$ cat config.mk
export PLATFORM = sky130hd
export DESIGN_NAME = max_finder
export DESIGN_NICKNAME = d
export VERILOG_FILES = /design/src/rtl/max_finder.sv
export SDC_FILE = /design/constraint.sdc
export NUM_CORES = 1
export LEC_CHECK = 0
export CORE_AREA = 5 5 44 61
export DETAILED_ROUTE_END_ITERATION = 10
export DIE_AREA = 0 0 49 66
export HOLD_SLACK_MARGIN = 0.02
export PLACE_DENSITY = 0.74
export SLEW_MARGIN = 20
export SYNTH_ARGS = -nofsm -noshare
export SYNTH_HDL_FRONTEND = slang
export SYNTH_SLANG_ARGS = --single-unit
export TNS_END_PERCENT = 10
$ cat constraint.sdc
create_clock -name clk -period 2.22 [get_ports clk]
set_input_delay 0.555 -clock clk [delete_from_list [all_inputs] [get_ports clk]]
set_output_delay 0.555 -clock clk [all_outputs]
set_load 0.005 [all_outputs]
$ cat src/rtl/max_finder.sv
// rtl/max_finder.sv - frame maximum finder with first-occurrence index and duplicate count
module max_finder #(
   parameter int W = 4,
   parameter int N = 8,
   localparam int IW = $clog2(N)
) (
   input  logic          clk,
   input  logic          rst,
   input  logic          start,
   input  logic          in_valid,
   input  logic [W-1:0]  in_data,
   output logic          in_ready,
   output logic          busy,
   output logic          done,
   output logic [W-1:0]  max_out,
   output logic [IW-1:0] max_idx,
   output logic [IW:0]   dup_cnt
);

   typedef enum logic [1:0] {
      IDLE = 2'd0,
      RUN  = 2'd1,
      DONE = 2'd2
   } state_t;

   state_t        state_q;
   logic [W-1:0]  max_q;
   logic [IW-1:0] idx_q;
   logic [IW:0]   dup_q;
   logic [IW-1:0] cnt_q;
   logic [IW-1:0] cnt_d;

   assign cnt_d = cnt_q + IW'(1);

   always_ff @(posedge clk) begin
      if (rst) begin
         state_q <= IDLE;
         max_q   <= '0;
         idx_q   <= '0;
         dup_q   <= '0;
         cnt_q   <= '0;
      end else begin
         case (state_q)
            IDLE: begin
               if (start) begin
                  state_q <= RUN;
                  max_q   <= '0;
                  idx_q   <= '0;
                  dup_q   <= '0;
                  cnt_q   <= '0;
               end
            end
            RUN: begin
               if (in_valid) begin
                  // The first sample always seeds the result, even when it is zero.
                  if (cnt_q == '0 || in_data > max_q) begin
                     max_q <= in_data;
                     idx_q <= cnt_q;
                     dup_q <= (IW+1)'(1);
                  end else if (in_data == max_q) begin
                     dup_q <= dup_q + (IW+1)'(1);
                  end
                  if (cnt_q == IW'(N-1)) begin
                     state_q <= DONE;
                  end else begin
                     cnt_q <= cnt_d;
                  end
               end
            end
            DONE: begin
               state_q <= IDLE;
            end
            default: begin
               state_q <= IDLE;
            end
         endcase
      end
   end

   // Handshake and status are pure state decodes, so no input reaches an output combinationally.
   assign in_ready = (state_q == RUN);
   assign busy     = (state_q == RUN);
   assign done     = (state_q == DONE);
   assign max_out  = max_q;
   assign max_idx  = idx_q;
   assign dup_cnt  = dup_q;

endmodule
# Yosys cells after proc, flatten, opt, wreduce, memory -nomap -nowiden
# Cells that the tools add are included.
[totals]
inputBits = 8
output_inout_bits = 14
mem_count = 0
word_cells = 45
romBits = 0
ramBits = 0
reg_bits = 16
latch_bits = 0
[classes]
bitwise_logic = 0
shift = 0
multipliers = 0
n_reduce_logical = 8
div = 0
order_cmp = 1
addsub = 2
eq_ne = 10
n_mux = 19
[ops]
columns = ["op", "n"]
rows = [
  ["two-way mux 4 bit", 6],
  ["case mux 4 bit (2 select lines)", 2],
  ["two-way mux 3 bit", 5],
  ["case mux 3 bit (2 select lines)", 2],
  ["AND reduction 4 bit", 3],
  ["two-way mux 2 bit", 3],
  ["inequality test 2 bit (second input constant)", 3],
  ["adder 4 x 1 -> 4 bit (second input constant)", 1],
  ["equality test 4 bit", 1],
  ["greater-than comparator 4 bit", 1],
  ["inequality test 2 x 1 -> 1 bit (second input constant)", 2],
  ["case mux 2 bit (2 select lines)", 1],
  ["adder 3 x 1 -> 3 bit (second input constant)", 1],
  ["equality test 3 bit (second input constant)", 1],
  ["zero test 3 bit", 1],
  ["inequality test 3 x 1 -> 1 bit (second input constant)", 1],
  ["AND reduction 3 bit", 1],
  ["equality test 2 x 1 -> 1 bit (second input constant)", 1],
  ["equality test 2 bit (second input constant)", 1],
  ["zero test 2 bit", 1],
  ["nonzero test 2 bit", 1],
  ["logical OR 1 bit", 1],
]

# Longest topological paths before layout
[logic_depth]
ltp_word = 5
mapped_depth = 8
depth_no_buf = 7

# Worst setup path before layout
# Ideal clock, no wire load.
[synth_path]
path_type = "input-to-reg"
startpoint = "input in_data[1]"
endpoint = "register dup_q[0] (netlist: dup_cnt[0])"
slack_ps = 205
setup_time_ps = 103
arrival_time_ps = 1912
path_buffers = 0
required_time_ps = 2117
path_stages = 6
cell_sequence = "ha_1 nor2b_1 o211ai_1 a41oi_4 and4bb_1 a2111oi_2"
[synth_between]
elab_chain_cells = 5
[synth_lines]
columns = ["item", "line", "rtl"]
rows = [
  ["from (decl)", "11", "input logic [W-1:0] in_data,"],
  ["greater-than comparator 4 bit", "56", "if (cnt_q == '0 || in_data > max_q) begin"],
  ["logical OR 1 bit", "56", ""],
  ["two-way mux 4 bit", "56", ""],
  ["two-way mux 4 bit", "54", "if (in_valid) begin"],
  ["case mux 4 bit (2 select lines)", "43", "case (state_q)"],
  ["to (signal assigned)", "59", "dup_q <= (IW+1)'(1);"],
  ["to (signal assigned)", "61", "dup_q <= dup_q + (IW+1)'(1);"],
  ["to (decl)", "29", "logic [IW:0] dup_q;"],
]
# Parallel ways exist; a longest one is shown, timed or not. The select of a mux whose other input is x is not followed.
# A chain may end at the register's enable or synchronous reset.

# Worst setup path after layout
[layout_path]
startpoint = "input in_data[2]"
endpoint = "register dup_q[0] (netlist: dup_cnt[0])"
# The elaborated chain is that of the path after synthesis.

==> flow_summary_export.csv <==
group,metric,value,unit
pwr,p_sw,0.1711,mW
critical_path,worstPathRequired,2.40,ns
place,place_area,1200,um2
synthesis,yosys.area.top_type_share,34.09,%
clocking,postCtsHoldBufs,0,
layout,stdcell_count,158,
critical_path,cp_slowest_cell,"clkdlybuf4s50_1",
layout,multi_input_area,606.8,um2
layout,utilization,62.02,%
routing,drt-initial-drc-count,18,
pwr,sequentialPowerShare,47.2,%
die,placeableCoreArea,2102,um2
routing,first_pass_iters,5,
die,fp.dieW,49,um
place,dpl.cell_count,153,
layout,syn2layout_area_growth,38.75,%
critical_path,path_max_fanout,4,
critical_path,crit_path_max_incr_delay,0.44,ns
routing,via_per_inst,5.620,
global_route,track_usage,13.31,%
synthesis,avgSynthCellArea,8.700,um2
timing,hold_ws,0.4753,ns
clocking,clock-sinks,16,
global_route,grt_pass1_vias,834,
routing,wl_per_cell,13.73,um
timing,drv_slew,0,
global_route,grt_max_degree,11,
layout,antenna-diode-count,0,
timing,setup_tns,0,ns
layout,final_cell_mix,"clkdlybuf4s50_1 (19), dfxtp_1 (16), nand3_1 (11), a21oi_1 (11)",
timing,slew_headroom,74.14,%
critical_path,r2r_cells,7,
clocking,clk_pin_slew,0.09,ns
layout,nets,153,
synthesis,async_flop_share,0,%
layout,layout-drive-gt1-share,20.59,%
die,dieArea,3234,um2
critical_path,crit_chain,"clkdlybuf4s50_1, ha_1, and4_4, buf_4, a21oi_2, and4bb_1, a2111oi_4",
die,io_pins,22,
pwr,cellLeakagePower,0.5094,nW
global_route,grt_overflow,0,
timing,fin_crit,2.178,ns
timing,finalClockSkew,0.003611,ns
pwr,power_frac_clock,29.6,%
place,dp_slack,-0.4233,ns
hold_path,hold_end,"max_idx[1]",
pwr,internal-power,0.4703,mW
timing,finalSetupViolations,0,
global_route,antenna_found_initial,0,
pwr,p_per_area,491.9,nW/um2
clocking,htreeDepth,1,
place,place_congestion,0.7942,
pwr,ir_drop,0.3558,mV
synthesis,synth_ff_type,"dfxtp_1",
synthesis,syn_inst,108,
routing,drc,0,
clocking,cts-buffers-inserted,3,
timing,timing.fmax,0.4592,GHz
die,dieHeight,66,um
timing,setup_ws,0.04243,ns
die,start_util,44.70,%
place,port_buffers,21,
hold_path,hold_start,"max_idx[1]",
critical_path,worst_setup_path_end_kind,"flop",
timing,min_period_over_period,98.09,%
layout,final_common_cell,"clkdlybuf4s50_1",
timing,finalHoldViolCount,0,
synthesis,synth_fp_nets,124,
pwr,finalPower,0.6414,mW
clocking,tritoncts,"done",
routing,antenna_left,0,
clocking,clockBufferDepth,2,
clocking,clock_latency,0.28,ns
place,dp_hpwl,1.630,mm
pwr,combPwrFrac,23.2,%
hold_path,worstHoldPathType,"reg2reg",
layout,register_area,320.3,um2
synthesis,ys_ff_latch,16,
synthesis,yosys.area.top_type,"dfxtp_1",
global_route,grt_first_pass_wirelength,3.463,mm
job,drv_cap,0,
layout,fill_cells,204,
synthesis,syn_area,939.7,um2
critical_path,worstSetupStartpointType,"primary input",
synthesis,synth_edf_count,0,
critical_path,r2r_start,"max_out[1]",
routing,vias,888,
critical_path,reg2reg_slack,0.20,ns
synthesis,yosysSeqAreaShare,34.09,%
synthesis,synth_cell_types,32,
critical_path,rr_endpoint,"dup_cnt[0]",
critical_path,crit_type,"in2reg",
pwr,switching_share,26.67,%
synthesis,ys_warn_count,0,
layout,final_area,1304,um2
critical_path,cp.arrival,2.36,ns
timing,worstMarginPinSlew,0.3863,ns
run_status,status,"finished clean",
clocking,root_buffer,"clkbuf_4",
die,rows,20,
routing,wl,2.169,mm
hold_path,hold_depth,2,
synthesis,post_synth_main_area_contributors,"dfxtp_1 (34%), ha_1 (11%), a21oi_1 (7.5%)",
## sequential cells by signal, indices dropped and copies added, names as in the netlist
register,count
max_out,4
max_idx,3
dup_cnt,4
cnt_q,3
state_q,2
## layout make-up
cell class | instances | share of cell area [%]
clock buffers | 4 | 2.783
well taps | 22 | 2.111
flip-flops and latches | 16 | 24.57
repair buffers | 29 | 21.40
multi-input cells | 78 | 46.55
inverters | 9 | 2.591
## metal layers
metal	vias to the layer above	global-route usage (%)	wire length, um
met5	-	0	0
met4	0	6.734	51
met3	6	2.483	60
met2	14	25.33	1190
met1	431	13.46	866
li1	437	-	-
## repair_timing
item,CTS,global route
pin swaps,4,5
buffers inserted,1,0
hold endpoints to repair,0,0
endpoints found under the setup margin,1,9
gates cloned,0,0
resized for setup,2,9
## synth_stat cells (2+ instances only)
cell / instances
nand3_1: 11
nand2_1: 6
a31o_2: 2
nor4b_1: 2
nand2b_1: 9
nor3_1: 2
ha_1: 8
inv_1: 9
nand4_1: 2
clkbuf_1: 2
o21ai_0: 3
nor2b_1: 3
a21oi_1: 14
dfxtp_1: 16
nor2_1: 2
## worst max-delay path: cells and delay by family
kind	cells	cell delay, ns
fa+ha+maj	1	0.36
simple gates	2	0.42
compound gates	2	0.44
buf+inv	2	0.58
## worst max path at each step
stage                from    endpoint  slack, ns
3_3_place_gp   in_data[1]  dup_cnt[0]      -0.30
2_1_floorplan  in_data[1]  dup_cnt[0]       0.20
5_1_grt        in_data[2]  dup_cnt[0]      -0.01
4_1_cts        in_data[1]  dup_cnt[0]      0.007
6_report       in_data[2]  dup_cnt[0]       0.04
3_5_place_dp   in_data[1]  dup_cnt[0]      -0.42
## kinds of logic (layout without fill, tap and decap cells)
logic type / after synthesis / after routing / share of synthesized area [%]
flip-flops: 16 / 16 / 34.09
multiplexers: 1 / 1 / 1.065
AND/OR/NAND/NOR: 43 / 43 / 27.30
buffers and inverters: 14 / 42 / 6.791
adder cells (fa/ha/maj): 8 / 8 / 10.65
AO/OA/AOI/OAI: 26 / 26 / 20.11
## power groups by stage
stage / sequential [mW] / combinational [mW] / clock [mW]
floorplan: 0.308 / 0.0795 / 0
global route: 0.304 / 0.161 / 0.215
detailed placement: 0.309 / 0.131 / 0
CTS: 0.303 / 0.139 / 0.197
global placement: 0.309 / 0.128 / 0
finish: 0.303 / 0.149 / 0.190
Note: power is estimated with default switching activity, not from simulation.
